**src/rtl/mp64_dma_arb_pkg.sv**
```systemverilog
// Shared constants, state encoding and transfer payload for the mp64 DMA arbiter.
package mp64_dma_arb_pkg;

  localparam int unsigned DARB_IDX_W  = 3;
  localparam int unsigned DARB_EXT_W  = 1 << DARB_IDX_W;
  localparam int unsigned DARB_ADDR_W = 64;
  localparam int unsigned DARB_DATA_W = 8;
  localparam int unsigned DARB_BCNT_W = 8;
  localparam int unsigned DARB_TO_W   = 16;

  localparam int unsigned DARB_MAX_BURST_DEF = 16;
  localparam int unsigned DARB_TIMEOUT_DEF   = 1024;

  // Requester index map
  localparam int unsigned DARB_REQ_NIC_RX  = 0;
  localparam int unsigned DARB_REQ_NIC_TX  = 1;
  localparam int unsigned DARB_REQ_STORAGE = 2;
  localparam int unsigned DARB_REQ_SPARE   = 3;

  typedef enum logic [1:0] {
    DARB_IDLE = 2'd0,
    DARB_BUSY = 2'd1,
    DARB_GAP  = 2'd2
  } darb_state_e;

  typedef struct packed {
    logic [DARB_ADDR_W-1:0] addr;
    logic [DARB_DATA_W-1:0] wdata;
    logic                   wen;
  } darb_xfer_t;

  // Next requester index with wrap at n.
  function automatic logic [DARB_IDX_W-1:0] darb_next_idx(input logic [DARB_IDX_W-1:0] idx,
                                                         input int unsigned n);
    return (32'(idx) == n - 1) ? '0 : idx + 1'b1;
  endfunction

endpackage

```
**src/rtl/mp64_rr_pick.sv**
```systemverilog
// Combinational round-robin picker: first set request at or after start, with wrap.
module mp64_rr_pick
  import mp64_dma_arb_pkg::*;
#(
  parameter int unsigned N_REQ = 4
) (
  input  logic [N_REQ-1:0]      req,
  input  logic [DARB_IDX_W-1:0] start,
  output logic                  found_c,
  output logic [DARB_IDX_W-1:0] idx_c
);

  logic [DARB_EXT_W-1:0] req_ext;
  logic [DARB_IDX_W-1:0] cur;

  assign req_ext = DARB_EXT_W'(req);

  always_comb begin
    found_c = 1'b0;
    idx_c   = '0;
    cur     = start;
    for (int unsigned k = 0; k < N_REQ; k++) begin
      if (!found_c && req_ext[cur]) begin
        found_c = 1'b1;
        idx_c   = cur;
      end
      cur = darb_next_idx(cur, N_REQ);
    end
  end

endmodule

```
**src/rtl/mp64_dma_arb.sv**
```systemverilog
// Round-robin DMA arbiter with burst hold and bus timeout, sharing one byte-wide
// memory DMA port among N_REQ requesters.
module mp64_dma_arb
  import mp64_dma_arb_pkg::*;
#(
  parameter int unsigned N_REQ     = 4,
  parameter int unsigned MAX_BURST = DARB_MAX_BURST_DEF,
  parameter int unsigned TIMEOUT   = DARB_TIMEOUT_DEF
) (
  input  logic                         clk,
  input  logic                         rst,
  input  logic [N_REQ-1:0]             r_req,
  input  logic [DARB_ADDR_W*N_REQ-1:0] r_addr,
  input  logic [DARB_DATA_W*N_REQ-1:0] r_wdata,
  input  logic [N_REQ-1:0]             r_wen,
  output logic [N_REQ-1:0]             r_ack,
  output logic [N_REQ-1:0]             r_err,
  output logic [DARB_DATA_W-1:0]       r_rdata,
  output logic                         mem_req,
  output logic [DARB_ADDR_W-1:0]       mem_addr,
  output logic [DARB_DATA_W-1:0]       mem_wdata,
  output logic                         mem_wen,
  input  logic [DARB_DATA_W-1:0]       mem_rdata,
  input  logic                         mem_ack,
  output logic                         busy,
  output logic [DARB_IDX_W-1:0]        grant_id
);

  darb_state_e            state_q, state_d;
  darb_xfer_t             xfer_q, xfer_d;
  logic                   mem_req_q, mem_req_d;
  logic [N_REQ-1:0]       r_ack_q, r_ack_d;
  logic [N_REQ-1:0]       r_err_q, r_err_d;
  logic [DARB_DATA_W-1:0] r_rdata_q, r_rdata_d;
  logic                   busy_q, busy_d;
  logic [DARB_IDX_W-1:0]  grant_id_q, grant_id_d;
  logic [DARB_IDX_W-1:0]  ptr_q, ptr_d;
  logic                   owner_vld_q, owner_vld_d;
  logic [DARB_BCNT_W-1:0] burst_cnt_q, burst_cnt_d;
  logic [DARB_TO_W-1:0]   to_cnt_q, to_cnt_d;

  logic [DARB_EXT_W-1:0]  req_ext;
  logic                   hold_c;
  logic                   pick_found_c;
  logic [DARB_IDX_W-1:0]  pick_idx_c;
  logic [DARB_IDX_W-1:0]  win_c;
  darb_xfer_t             sel_c;
  logic [N_REQ-1:0]       owner_oh_c;

  assign req_ext = DARB_EXT_W'(r_req);

  // The current owner keeps the port while it requests and its burst has room.
  assign hold_c = owner_vld_q && req_ext[grant_id_q] &&
                  (burst_cnt_q < DARB_BCNT_W'(MAX_BURST));
  assign win_c  = hold_c ? grant_id_q : pick_idx_c;

  mp64_rr_pick #(
    .N_REQ (N_REQ)
  ) u_pick (
    .req     (r_req),
    .start   (ptr_q),
    .found_c (pick_found_c),
    .idx_c   (pick_idx_c)
  );

  // Winner's request fields, captured only at grant.
  always_comb begin
    sel_c = '0;
    for (int unsigned i = 0; i < N_REQ; i++) begin
      if (win_c == DARB_IDX_W'(i)) begin
        sel_c.addr  = r_addr[DARB_ADDR_W*i +: DARB_ADDR_W];
        sel_c.wdata = r_wdata[DARB_DATA_W*i +: DARB_DATA_W];
        sel_c.wen   = r_wen[i];
      end
    end
  end

  always_comb begin
    owner_oh_c = '0;
    for (int unsigned i = 0; i < N_REQ; i++) begin
      owner_oh_c[i] = (grant_id_q == DARB_IDX_W'(i));
    end
  end

  always_comb begin
    state_d     = state_q;
    xfer_d      = xfer_q;
    mem_req_d   = mem_req_q;
    r_ack_d     = '0;
    r_err_d     = '0;
    r_rdata_d   = r_rdata_q;
    grant_id_d  = grant_id_q;
    ptr_d       = ptr_q;
    owner_vld_d = owner_vld_q;
    burst_cnt_d = burst_cnt_q;
    to_cnt_d    = to_cnt_q;

    unique case (state_q)
      DARB_IDLE: begin
        if (hold_c || pick_found_c) begin
          xfer_d      = sel_c;
          mem_req_d   = 1'b1;
          grant_id_d  = win_c;
          ptr_d       = darb_next_idx(win_c, N_REQ);
          owner_vld_d = 1'b1;
          to_cnt_d    = '0;
          state_d     = DARB_BUSY;
          if (!hold_c) begin
            burst_cnt_d = '0;
          end
        end else begin
          owner_vld_d = 1'b0;
        end
      end

      DARB_BUSY: begin
        to_cnt_d = to_cnt_q + 1'b1;
        // A late ack in the timeout cycle still completes normally.
        if (mem_ack) begin
          mem_req_d = 1'b0;
          r_ack_d   = owner_oh_c;
          r_rdata_d = mem_rdata;
          state_d   = DARB_GAP;
          if (burst_cnt_q != '1) begin
            burst_cnt_d = burst_cnt_q + 1'b1;
          end
        end else if (to_cnt_q == DARB_TO_W'(TIMEOUT - 1)) begin
          mem_req_d   = 1'b0;
          r_ack_d     = owner_oh_c;
          r_err_d     = owner_oh_c;
          r_rdata_d   = '0;
          owner_vld_d = 1'b0;
          state_d     = DARB_GAP;
        end
      end

      DARB_GAP: begin
        // Request levels are stale this cycle; requesters update them on ack.
        state_d = DARB_IDLE;
      end

      default: begin
        state_d = DARB_IDLE;
      end
    endcase

    busy_d = (state_d != DARB_IDLE);
  end

  always_ff @(posedge clk) begin
    if (rst) begin
      state_q     <= DARB_IDLE;
      xfer_q      <= '0;
      mem_req_q   <= 1'b0;
      r_ack_q     <= '0;
      r_err_q     <= '0;
      r_rdata_q   <= '0;
      busy_q      <= 1'b0;
      grant_id_q  <= '0;
      ptr_q       <= '0;
      owner_vld_q <= 1'b0;
      burst_cnt_q <= '0;
      to_cnt_q    <= '0;
    end else begin
      state_q     <= state_d;
      xfer_q      <= xfer_d;
      mem_req_q   <= mem_req_d;
      r_ack_q     <= r_ack_d;
      r_err_q     <= r_err_d;
      r_rdata_q   <= r_rdata_d;
      busy_q      <= busy_d;
      grant_id_q  <= grant_id_d;
      ptr_q       <= ptr_d;
      owner_vld_q <= owner_vld_d;
      burst_cnt_q <= burst_cnt_d;
      to_cnt_q    <= to_cnt_d;
    end
  end

  assign r_ack     = r_ack_q;
  assign r_err     = r_err_q;
  assign r_rdata   = r_rdata_q;
  assign mem_req   = mem_req_q;
  assign mem_addr  = xfer_q.addr;
  assign mem_wdata = xfer_q.wdata;
  assign mem_wen   = xfer_q.wen;
  assign busy      = busy_q;
  assign grant_id  = grant_id_q;

endmodule

```
**config.mk**
```make
export PLATFORM = sky130hd
export DESIGN_NAME = mp64_dma_arb
export DESIGN_NICKNAME = d
export VERILOG_FILES = /design/src/rtl/mp64_dma_arb_pkg.sv /design/src/rtl/mp64_rr_pick.sv /design/src/rtl/mp64_dma_arb.sv
export SDC_FILE = /design/constraint.sdc
export NUM_CORES = 1
export LEC_CHECK = 0
export ABC_AREA = 1
export CORE_MARGIN = 2
export CORE_UTILIZATION = 30
export CTS_CLUSTER_DIAMETER = 100
export DETAILED_ROUTE_END_ITERATION = 16
export PLACE_DENSITY = 0.68
export SETUP_SLACK_MARGIN = 0.15
export SYNTH_ARGS = -nofsm -noshare
export SYNTH_HDL_FRONTEND = slang
export SYNTH_SLANG_ARGS = --single-unit
```
**constraint.sdc**
```tcl
create_clock -name clk -period 10.85 [get_ports clk]
set_clock_uncertainty 0.2 [all_clocks]
set_input_delay 2.17 -clock clk [delete_from_list [all_inputs] [get_ports clk]]
set_output_delay 2.17 -clock clk [all_outputs]
set_load 0.005 [all_outputs]
```
==> summary.md, run 1 <==
| Metric | Value |
|---|---|
| Outcome | `finished clean` |
| Wire per inst | `approximately 18 um` |
| Drt drc | `0` |
| Synth unique cells | `37` |
| CTS H-tree depth | `4` |
| Post-route ant nets | `0` |
| Yosys warning total | `0` |
| Post-cts gate resize count | `0` |
| Layout cells sized above 1 | `0.09472` |
| PwrDens | `340.9 nW/um^2` |
| Port Buf Inserts | `400` |
| Synth area leaders | `dfxtp_1 32%, nand2_1 12%, a211oi_2 11%, o21ai_0 11%, nand3_1 7.6%` |
| Die Width | `163.8 um` |
| Global-route wire length before repair | `47.07 mm` |
| Reg clk slew, reported paths | `~0.06 ns` |
| Die height | `163.8 um` |
| WP data required | `between 10 and 15 ns` |
| Hold Buf Count CTS | `0` |
| Syn_nets | `~1400` |
| Static Leakage | `4.837 nW` |
| Post-synth EDFFs | `0` |
| Final Hold Fails | `0` |
| Clk buf depth | `2` |
| Initial antenna violation count | `3` |
| Initial DRC Count | `736` |
| Syn avg cell area | `around 7 um^2` |
| Via density per instance | `4.976` |
| RSZ-0062 raised after global routing | `false` |
| Via count | `9012` |
| Fin nets | `1782` |
| Worst setup path class | `in -> reg` |
| Cts bufs inserted | `17` |
| Total of max-cap violations | `0` |
| Starting Density | `0.3049` |
| Slew Viols, Final | `0` |
| Core area | `25110 um^2` |
| Clk_lat worst skew | `roughly 0.41 ns` |
| Arrival time worst endpoint | `6.14 ns` |
| Utilization after layout | `0.4892` |
| Largest net degree at the start of global routing | `93` |
| Syn Inst Count | `1122` |
| Slew HR | `0.3410` |
| Final period utilization | `0.5547` |
| Yosys top cell area share | `0.3242` |
| Minimum clock period after layout | `6.018 ns` |
| Yosys top cell by area | `dfxtp_1` |
| Die Area | `26810 um^2` |
| CTS tree | `built` |
| CP startpoint kind | `input port` |
| Final instance area | `around 12000 um^2` |
| Via count of the first global-routing pass | `8001` |
| Root buffer cell | `clkbuf_16` |
| Clk sinks | `124` |
| Sum Neg Setup Slack | `0 ns` |
| Cell Area, Synth | `7656 um^2` |
| Post-CTS Setup Inserts | `0` |
| Placer Congestion | `0.9007` |
| Post-DP Area | `11750 um^2` |
| Tightest Pin Transition | `0.9885 ns` |
| Worst VDD drop | `0.2154 mV` |
| GRT overflow | `0` |
| Asr flop ratio synth | `0` |
| Sequential element share of the synthesized area | `0.3242` |
| Detailed Route WL | `~32 mm` |
| DP HPWL | `between 20 and 25 mm` |
| Register bit total from synthesis | `124` |
| Hold Crit Class | `reg -> reg` |
| DRT Pass-1 Iters | `5` |
| Synth cell count leaders | `244 x nand2_1, 161 x o21ai_0, 124 x dfxtp_1, 116 x nand3_1, 115 x nor2_1` |
| Final setup fails | `0` |
| Area delta synth->final | `60.43%` |
| Crit path max fanout | `74` |
| GRT Util Overall | `0.2260` |
| Most common cell in the netlist | `nand2_1` |
| FP Rows | `58` |
| Peak Freq | `166.2 MHz` |
| # IOs | `401` |
| Crit path capture type | `flip-flop` |
| Main synth FF type | `dfxtp_1` |
-- cells by family after synthesis --
group / after synthesis / synth area share
adders and majority gates: 9 / 0.01471
AOI/OAI and AO/OA: 348 / 0.2989
and+or+nand+nor: 502 / 0.2785
buffers and inverters: 133 / 0.07681
xor gates and xnor gates: 6 / 0.006864
DFF: 124 / 0.3242
-- report_power, final --
part | switching, W | total, W | internal, W
Combinational | 0.00188 | 0.00300 | 0.00112
Sequential | 0.0000759 | 0.000668 | 0.000592
Clock | 0.000228 | 0.000520 | 0.000292
Total | 0.00219 | 0.00419 | 0.00200
-- final cells by class --
| cell class | count | area [um^2] |
|---|---|---|
| Fill cell | 2462 | 12830 |
| Multi-Input combinational cell | 865 | 4593 |
| Timing Repair Buffer | 409 | 4069 |
| Sequential cell | 124 | 2482 |
| Clock buffer | 18 | 429.2 |
| Tap cell | 330 | 412.9 |
| Inverter | 49 | 192.7 |
| Clock inverter | 13 | 96.34 |
| Antenna cell | 3 | 7.507 |
-- per-layer routing --
layer,up-vias,share of wire,GRT usage
met5,-,0.00037,0
met4,2,0.015,0.04864
met3,30,0.071,0.06515
met2,313,0.47,0.3690
met1,4130,0.44,0.2962
li1,4537,-,-
-- final timing paths --
path / from / to / slack [ns] / depth (start not counted)
max: r_req[1] / mem_wdata[7] / 4.83 / 21
max reg2reg: ptr_q[0] / mem_wdata[7] / 5.96 / 22
min reg2reg: r_rdata[5] / r_rdata[5] / 0.26 / 2
min: r_rdata[5] / r_rdata[5] / 0.26 / 2
-- critical path: stages --
cell and delay [ns]:
clkdlybuf4s50_1 0.51, nand2_1 0.08, and2_1 0.17, nand3_1 0.07
nand3_1 0.12, nor2_1 0.17, o21ai_0 0.11, nand2_1 0.08
nand2_1 0.05, o21ai_0 0.15, inv_1 0.12, ha_2 0.19
buf_4 0.33, inv_2 0.11, buf_4 0.64, nand3_1 0.29
nand2_1 0.15, o21ai_0 0.10, nand2_1 0.07, o21ai_0 0.11
a211oi_2 0.24
-- per-stage QoR --
step	total power, W	hold WS [ns]	setup WS [ns]	cells
5_1_grt	0.004603	0.2796	4.596	1810
6_report	0.004187	0.2594	4.832	1811
3_5_place_dp	0.003678	0.2567	4.489	1777
3_3_place_gp	0.003643	0.2478	4.559	1777
2_1_floorplan	0.002803	0.2421	6.154	1122
4_1_cts	0.004216	0.2622	4.910	1808
-- flip-flops by register name (all words and copies together) (netlist names) --
name,count
burst_cnt_q,8
busy,1
grant_id,3
mem_addr,64
mem_req,1
mem_wdata,8
mem_wen,1
owner_vld_q,1
ptr_q,3
r_ack,4
r_err,4
r_rdata,8
state_q,2
to_cnt_q,16
-- layout by cell type, fill, tap and decap left out, types with 2 or more instances in the layout --
cell type	netlist	routed
a211oi_1	4	4
a211oi_2	70	70
a21oi_1	107	107
a22oi_1	2	2
buf_4	3	10
clkbuf_16	0	17
clkdlybuf4s50_1	0	399
clkinv_2	1	4
clkinv_4	0	2
clkinvlp_4	0	5
dfxtp_1	124	124
diode_2	0	3
ha_1	9	6
ha_2	0	3
inv_1	36	35
inv_2	10	11
inv_6	1	4
nand2_1	244	244
nand2_2	4	4
nand3_1	116	116
nand4_1	11	11
nor2_1	115	115
nor3_2	2	2
o21ai_0	161	161
o21ai_1	2	2
or2_2	2	2
xor2_1	6	6
No activity file was read; power rests on OpenSTA's default activity.
==> inputs of run 2 (changes only) <==
PLACE_DENSITY = 0.7   (was 0.68)
clock period = 4.8 ns   (was 10.85 ns; I/O delays follow)
==> summary.md, run 2 (same netlist as run 1, synthesis figures left out) <==
| Metric | Value |
|---|---|
| Outcome | `finished clean` |
| Clk buf depth | `2 (unchanged)` |
| Most frequent cells in the layout | `399 x clkdlybuf4s50_1, 244 x nand2_1, 161 x o21ai_0, 124 x dfxtp_1, 116 x nand3_1` |
| Placer Congestion | `0.8915 (-1.0%)` |
| Net Sw Power | `0.005063 W (+130%)` |
| Final setup fails | `0 (unchanged)` |
| Minimum clock period after layout | `slightly above 4 ns` |
| Worst VDD drop | `0.7164 mV (+230%)` |
| Commonest non-fill, non-tap cell in the layout | `clkdlybuf4s50_1` |
| Hold_sp | `r_rdata[5]` |
| DRT Pass-1 Iters | `5 (unchanged)` |
| Post-cts gate resize count | `0 (unchanged)` |
| Internal | `0.004880 W (+140%)` |
| Post-route ant nets | `0 (unchanged)` |
| Drt drc | `0 (unchanged)` |
| # diodes | `0 (-3)` |
| Peak Freq | `244.1 MHz` |
| Clk pwr share | `0.137 (+0.013)` |
| Slew Viols, Final | `0 (unchanged)` |
| Die height | `163.8 um (unchanged)` |
| Worst R2R Start | `ptr_q[0]` |
| Wire per inst | `17.75 um (-0.75%)` |
| Initial DRC Count | `575 (-22%)` |
| Crit path capture type | `flip-flop` |
| Reg2Reg Depth | `21 (-4.5%)` |
| Crit path max fanout | `49 (-34%)` |
| Core area | `25110 um^2 (unchanged)` |
| Tightest Pin Transition | `0.7764 ns (-0.2121 ns)` |
| Via count | `9169 (+1.7%)` |
| Power, Total | `0.009944 W (+140%)` |
| Hold Crit Class | `reg -> reg` |
| RSZ-0062 raised after global routing | `false` |
| Arrival time worst endpoint | `4.23 ns (-1.91 ns)` |
| Final Hold Fails | `0 (unchanged)` |
| FP Rows | `58 (unchanged)` |
| CTS tree | `built` |
| GRT Util Overall | `0.2259 (about the same)` |
| Critical path startpoint | `ptr_q[0]` |
| CP startpoint kind | `flip-flop` |
| GRT overflow | `0 (unchanged)` |
| Layout cells sized above 1 | `0.1009 (+0.006152)` |
| Cts bufs inserted | `17 (unchanged)` |
| Largest net degree at the start of global routing | `82 (-12%)` |
| Fin nets | `1790 (+0.45%)` |
| Starting Density | `0.3049 (unchanged)` |
| Detailed Route WL | `32.25 mm (-0.42%)` |
| PwrDens | `792.9 nW/um^2 (+130%)` |
| Fillers | `2445 (-0.69%)` |
| Port Buf Inserts | `400 (unchanged)` |
| Die Area | `26810 um^2 (unchanged)` |
| Initial antenna violation count | `2 (-1)` |
| Clk sinks | `124 (unchanged)` |
| WHS Path Cells | `2 (unchanged)` |
| Hold Buf Count CTS | `0 (unchanged)` |
| DP HPWL | `23.61 mm (+1.1%)` |
| Static Leakage | `4.975 nW (+2.9%)` |
| Sum Neg Setup Slack | `0 ns (unchanged)` |
| Max FFs per register | `64 (unchanged)` |
| # IOs | `401 (unchanged)` |
| Global-route wire length before repair | `47.24 mm (+0.35%)` |
| Die Width | `163.8 um (unchanged)` |
| Reg clk slew, reported paths | `0.06 ns (about the same)` |
| Post-CTS Setup Inserts | `0 (unchanged)` |
| Sequential Power Share | `0.152 (-0.008)` |
| Via density per instance | `5.046 (+1.4%)` |
| Final period utilization | `0.8535` |
| Total of max-cap violations | `0 (unchanged)` |
| CTS H-tree depth | `4 (unchanged)` |
| Clk_lat worst skew | `0.42 ns (about the same)` |
| Switching share of power | `0.5092 (-0.01332)` |
| Comb pwr share | `0.711 (-0.005)` |
| Worst setup path class | `reg -> reg` |
| Slew HR | `0.4824 (+0.1414)` |
| Root buffer cell | `clkbuf_16` |
| WP data required | `4.94 ns (-6.04 ns)` |
| Via count of the first global-routing pass | `8422 (+5.3%)` |
| Area delta synth->final | `63.80%` |
[run 2: power by group through the flow]
stage          logic, W  clock network [W]  registers (W)
2_1_floorplan   0.00481                  0        0.00153
3_3_place_gp    0.00700                  0        0.00152
3_5_place_dp    0.00709                  0        0.00153
4_1_cts         0.00711            0.00139        0.00151
5_1_grt         0.00789            0.00143        0.00155
6_report        0.00707            0.00136        0.00151
[run 2: worst paths after layout]
| path | endpoint | slack [ns] |
|---|---|---|
| max | mem_addr[55] | 0.70 |
| min | r_rdata[5] | 0.26 |
| max reg2reg | mem_addr[55] | 0.70 |
| min reg2reg | r_rdata[5] | 0.26 |
[run 2: worst max-delay path: stages (launching register included)]
cell	delay [ns]
dfxtp_1	0.51
inv_2	0.16
ha_1	0.41
inv_1	0.18
nand3_1	0.12
nand3b_1	0.10
nand3_1	0.10
nor2_1	0.16
nand2_1	0.06
o21ai_0	0.07
nand2_1	0.09
nand2_1	0.06
o21ai_0	0.15
inv_1	0.12
ha_2	0.21
buf_4	0.46
a21oi_1	0.12
nand2_1	0.07
o21ai_0	0.19
nand2_1	0.11
o21ai_0	0.09
a211oi_2	0.21
[run 2: cell type report]
class                   instances  area [um^2]  share of cell area
well taps                     330        412.9             0.03292
multi-input cells             865         4593              0.3663
clock inverters                15        180.2             0.01437
clock buffers                  17        425.4             0.03392
flip-flops and latches        124         2482              0.1979
inverters                      49        192.7             0.01536
repair buffers                417         4254              0.3392
[run 2: routing by layer]
| metal | global-route usage | up-vias | share of wire |
|---|---|---|---|
| li1 | - | 4547 | - |
| met1 | 0.2765 | 4182 | 0.41 |
| met2 | 0.3835 | 373 | 0.48 |
| met3 | 0.06035 | 63 | 0.079 |
| met4 | 0.07576 | 4 | 0.025 |
| met5 | 0 | - | 0.00084 |
[run 2: metrics by stage]
stage | instance area, um^2 | cells | worst slack [ns] | utilization | hold WS [ns]
3_5_place_dp | 11940 | 1785 | 0.4152 | 0.4753 | 0.2570
3_3_place_gp | 11940 | 1785 | 0.4484 | 0.4753 | 0.2477
2_1_floorplan | 7656 | 1122 | 1.314 | - | 0.2421
4_1_cts | 12540 | 1817 | 0.7549 | 0.4995 | 0.2681
5_1_grt | 12540 | 1817 | 0.2661 | 0.4995 | 0.2834
6_report | 12540 | 1817 | 0.7032 | 0.4995 | 0.2637
==> inputs of run 3 (changes only) <==
PLACE_DENSITY = 0.66   (was 0.7)
==> summary.md, run 3 (same netlist as run 1, synthesis figures left out) <==
| Metric | Value |
|---|---|
| RR Endpoint | `mem_addr[53]` |
| CTS H-tree depth | `4 (unchanged)` |
| Detailed Route WL | `33.84 mm (+4.9%)` |
| Via count of the first global-routing pass | `8505 (+0.99%)` |
| DRT Pass-1 Iters | `5 (unchanged)` |
| Fin nets | `1793 (+0.17%)` |
| Reg2reg setup slack | `0.58 ns (-0.13 ns)` |
| Crit path capture type | `flip-flop` |
| Post-route ant nets | `0 (unchanged)` |
| Hold Crit Class | `reg -> reg` |
| Final Hold Fails | `0 (unchanged)` |
| Arrival time worst endpoint | `4.36 ns (+0.13 ns)` |
| Static Leakage | `4.981 nW (+0.12%)` |
| Minimum clock period after layout | `4.224 ns (+0.1273 ns)` |
| Area delta synth->final | `64.13%` |
| Die Area | `26810 um^2 (unchanged)` |
| Clk buf depth | `2 (unchanged)` |
| Clk pwr share | `0.131 (-0.006)` |
| Layout cells sized above 1 | `0.1027 (+0.001810)` |
| Slowest cell on the critical path | `dfxtp_1` |
| Final period utilization | `0.8800 (+0.02652)` |
| Cts bufs inserted | `17 (unchanged)` |
| Delay of the slowest critical-path stage | `0.51 ns (about the same)` |
| Slew HR | `0.5091 (+0.02668)` |
| Placer Congestion | `0.8535 (-4.3%)` |
| Drt drc | `0 (unchanged)` |
| Post-cts gate resize count | `0 (unchanged)` |
| Multi-input logic area | `4593 um^2 (unchanged)` |
| # IOs | `401 (unchanged)` |
| Sequential Power Share | `0.151 (about the same)` |
| Worst setup path class | `reg -> reg` |
| GRT overflow | `0 (unchanged)` |
| Hold Buf Count CTS | `0 (unchanged)` |
| CP startpoint kind | `flip-flop` |
| Reg2Reg Depth | `21 (unchanged)` |
| Starting Density | `0.3049 (unchanged)` |
| Comb pwr share | `0.718 (+0.007)` |
| Clk sinks | `124 (unchanged)` |
| Worst VDD drop | `0.5757 mV (-20%)` |
| WP data required | `4.94 ns (about the same)` |
| Sum Neg Setup Slack | `0 ns (unchanged)` |
| Initial antenna violation count | `6 (+4)` |
| Via count | `9124 (-0.49%)` |
| Hold path endpoint | `r_rdata[6]` |
| Tightest Pin Transition | `0.7364 ns (-0.04002 ns)` |
| Total of max-cap violations | `0 (unchanged)` |
| Peak Freq | `236.7 MHz (-3.0%)` |
| Post-CTS Setup Inserts | `0 (unchanged)` |
| Fillers | `2446 (+0.041%)` |
| FP Rows | `58 (unchanged)` |
| Net Sw Power | `0.005077 W (+0.26%)` |
| Internal | `0.004962 W (+1.7%)` |
| Die Width | `163.8 um (unchanged)` |
| Slew Viols, Final | `0 (unchanged)` |
| PwrDens | `798.9 nW/um^2 (+0.75%)` |
| Worst R2R Start | `ptr_q[0]` |
| Power, Total | `0.01004 W (+0.95%)` |
| WHS Path Cells | `2 (unchanged)` |
| Global-route wire length before repair | `49.54 mm (+4.9%)` |
| CTS tree | `built` |
| Core area | `25110 um^2 (unchanged)` |
| WHS | `0.2651 ns (+0.001335 ns)` |
| Reg clk slew, reported paths | `0.06 ns (about the same)` |
| WP buf/inv | `5 (+1)` |
| Largest net degree at the start of global routing | `82 (unchanged)` |
| GRT Util Overall | `0.2390 (+0.01311)` |
| Switching share of power | `0.5057 (-0.003490)` |
| Largest delay share family, worst path | `buffers and inverters` |
| Initial DRC Count | `532 (-7.5%)` |
| Crit path cell chain | `inv_2, ha_1, inv_1, nand3_1, nand3b_1, nand3_1, nor2_1, o21ai_0, nand2_1, nand2_1, o21ai_0, inv_1, ha_2, inv_2, buf_4, nand3_1, nand2_1, o21ai_0, nand2_1, o21ai_0, a211oi_2` |
| DP HPWL | `24.87 mm (+5.3%)` |
| Final setup fails | `0 (unchanged)` |
| Root buffer cell | `clkbuf_16` |
| Commonest non-fill, non-tap cell in the layout | `clkdlybuf4s50_1` |
| Max FFs per register | `64 (unchanged)` |
| Via density per instance | `5.002 (-0.87%)` |
| Clk_lat worst skew | `0.42 ns (about the same)` |
| Hold_sp | `r_rdata[6]` |
| Crit path max fanout | `24 (-51%)` |
| Die height | `163.8 um (unchanged)` |
| Port Buf Inserts | `400 (unchanged)` |
| Register area | `2482 um^2 (unchanged)` |
| Most frequent cells in the layout | `399 x clkdlybuf4s50_1, 244 x nand2_1, 161 x o21ai_0, 124 x dfxtp_1, 116 x nand3_1` |
| RSZ-0062 raised after global routing | `false` |
| Outcome | `finished clean` |
| Wire per inst | `18.55 um (+4.5%)` |
run 3: layout make-up:
cell class	instances	area share
Multi-Input combinational cell	865	0.3655
Timing Repair Buffer	420	0.3413
Sequential cell	124	0.1976
Clock buffer	17	0.03385
Tap cell	330	0.03286
Inverter	49	0.01533
Clock inverter	15	0.01275
Antenna cell	4	0.0007966
run 3: routing by layer:
| layer | up-vias | global-route usage | wire length, um |
|---|---|---|---|
| met5 | - | 0 | 34 |
| met4 | 6 | 0.08134 | 837 |
| met3 | 62 | 0.08535 | 3007 |
| met2 | 320 | 0.3848 | 15740 |
| met1 | 4169 | 0.2958 | 14210 |
| li1 | 4567 | - | - |
run 3: worst max path at each step:
stage                     cells past startpoint      from           end
after floorplan                              20  r_req[1]  mem_addr[63]
after global placement                       20  r_req[1]  mem_addr[53]
after detailed placement                     20  r_req[1]  mem_addr[53]
after CTS                                    21  ptr_q[0]  mem_addr[53]
after global routing                         21  ptr_q[0]  mem_addr[53]
final                                        21  ptr_q[0]  mem_addr[53]
run 3: worst reg2reg max path: stages, from the launching register on:
cell	delay (ns)
dfxtp_1	0.51
inv_2	0.17
ha_1	0.42
inv_1	0.19
nand3_1	0.12
nand3b_1	0.10
nand3_1	0.11
nor2_1	0.17
o21ai_0	0.11
nand2_1	0.08
nand2_1	0.05
o21ai_0	0.15
inv_1	0.12
ha_2	0.22
inv_2	0.23
buf_4	0.36
nand3_1	0.13
nand2_1	0.08
o21ai_0	0.15
nand2_1	0.09
o21ai_0	0.15
a211oi_2	0.23
run 3: through the flow:
| step | instances | area [um^2] | setup WS (ns) | utilization |
|---|---|---|---|---|
| finish | 1824 | 12570 | 0.5758 | 0.5004 |
| global route | 1820 | 12560 | 0.2159 | 0.5001 |
| CTS | 1820 | 12560 | 0.6182 | 0.5001 |
| detailed placement | 1788 | 11970 | 0.2987 | 0.4767 |
| global placement | 1788 | 11970 | 0.3453 | 0.4767 |
| floorplan | 1122 | 7656 | 1.314 | - |
run 3: power by group through the flow:
stage	Clock, W	Combinational, W	Sequential (W)
6_report	0.00131	0.00721	0.00151
5_1_grt	0.00138	0.00806	0.00155
4_1_cts	0.00134	0.00722	0.00151
3_5_place_dp	0	0.00719	0.00153
3_3_place_gp	0	0.00713	0.00152
2_1_floorplan	0	0.00481	0.00153
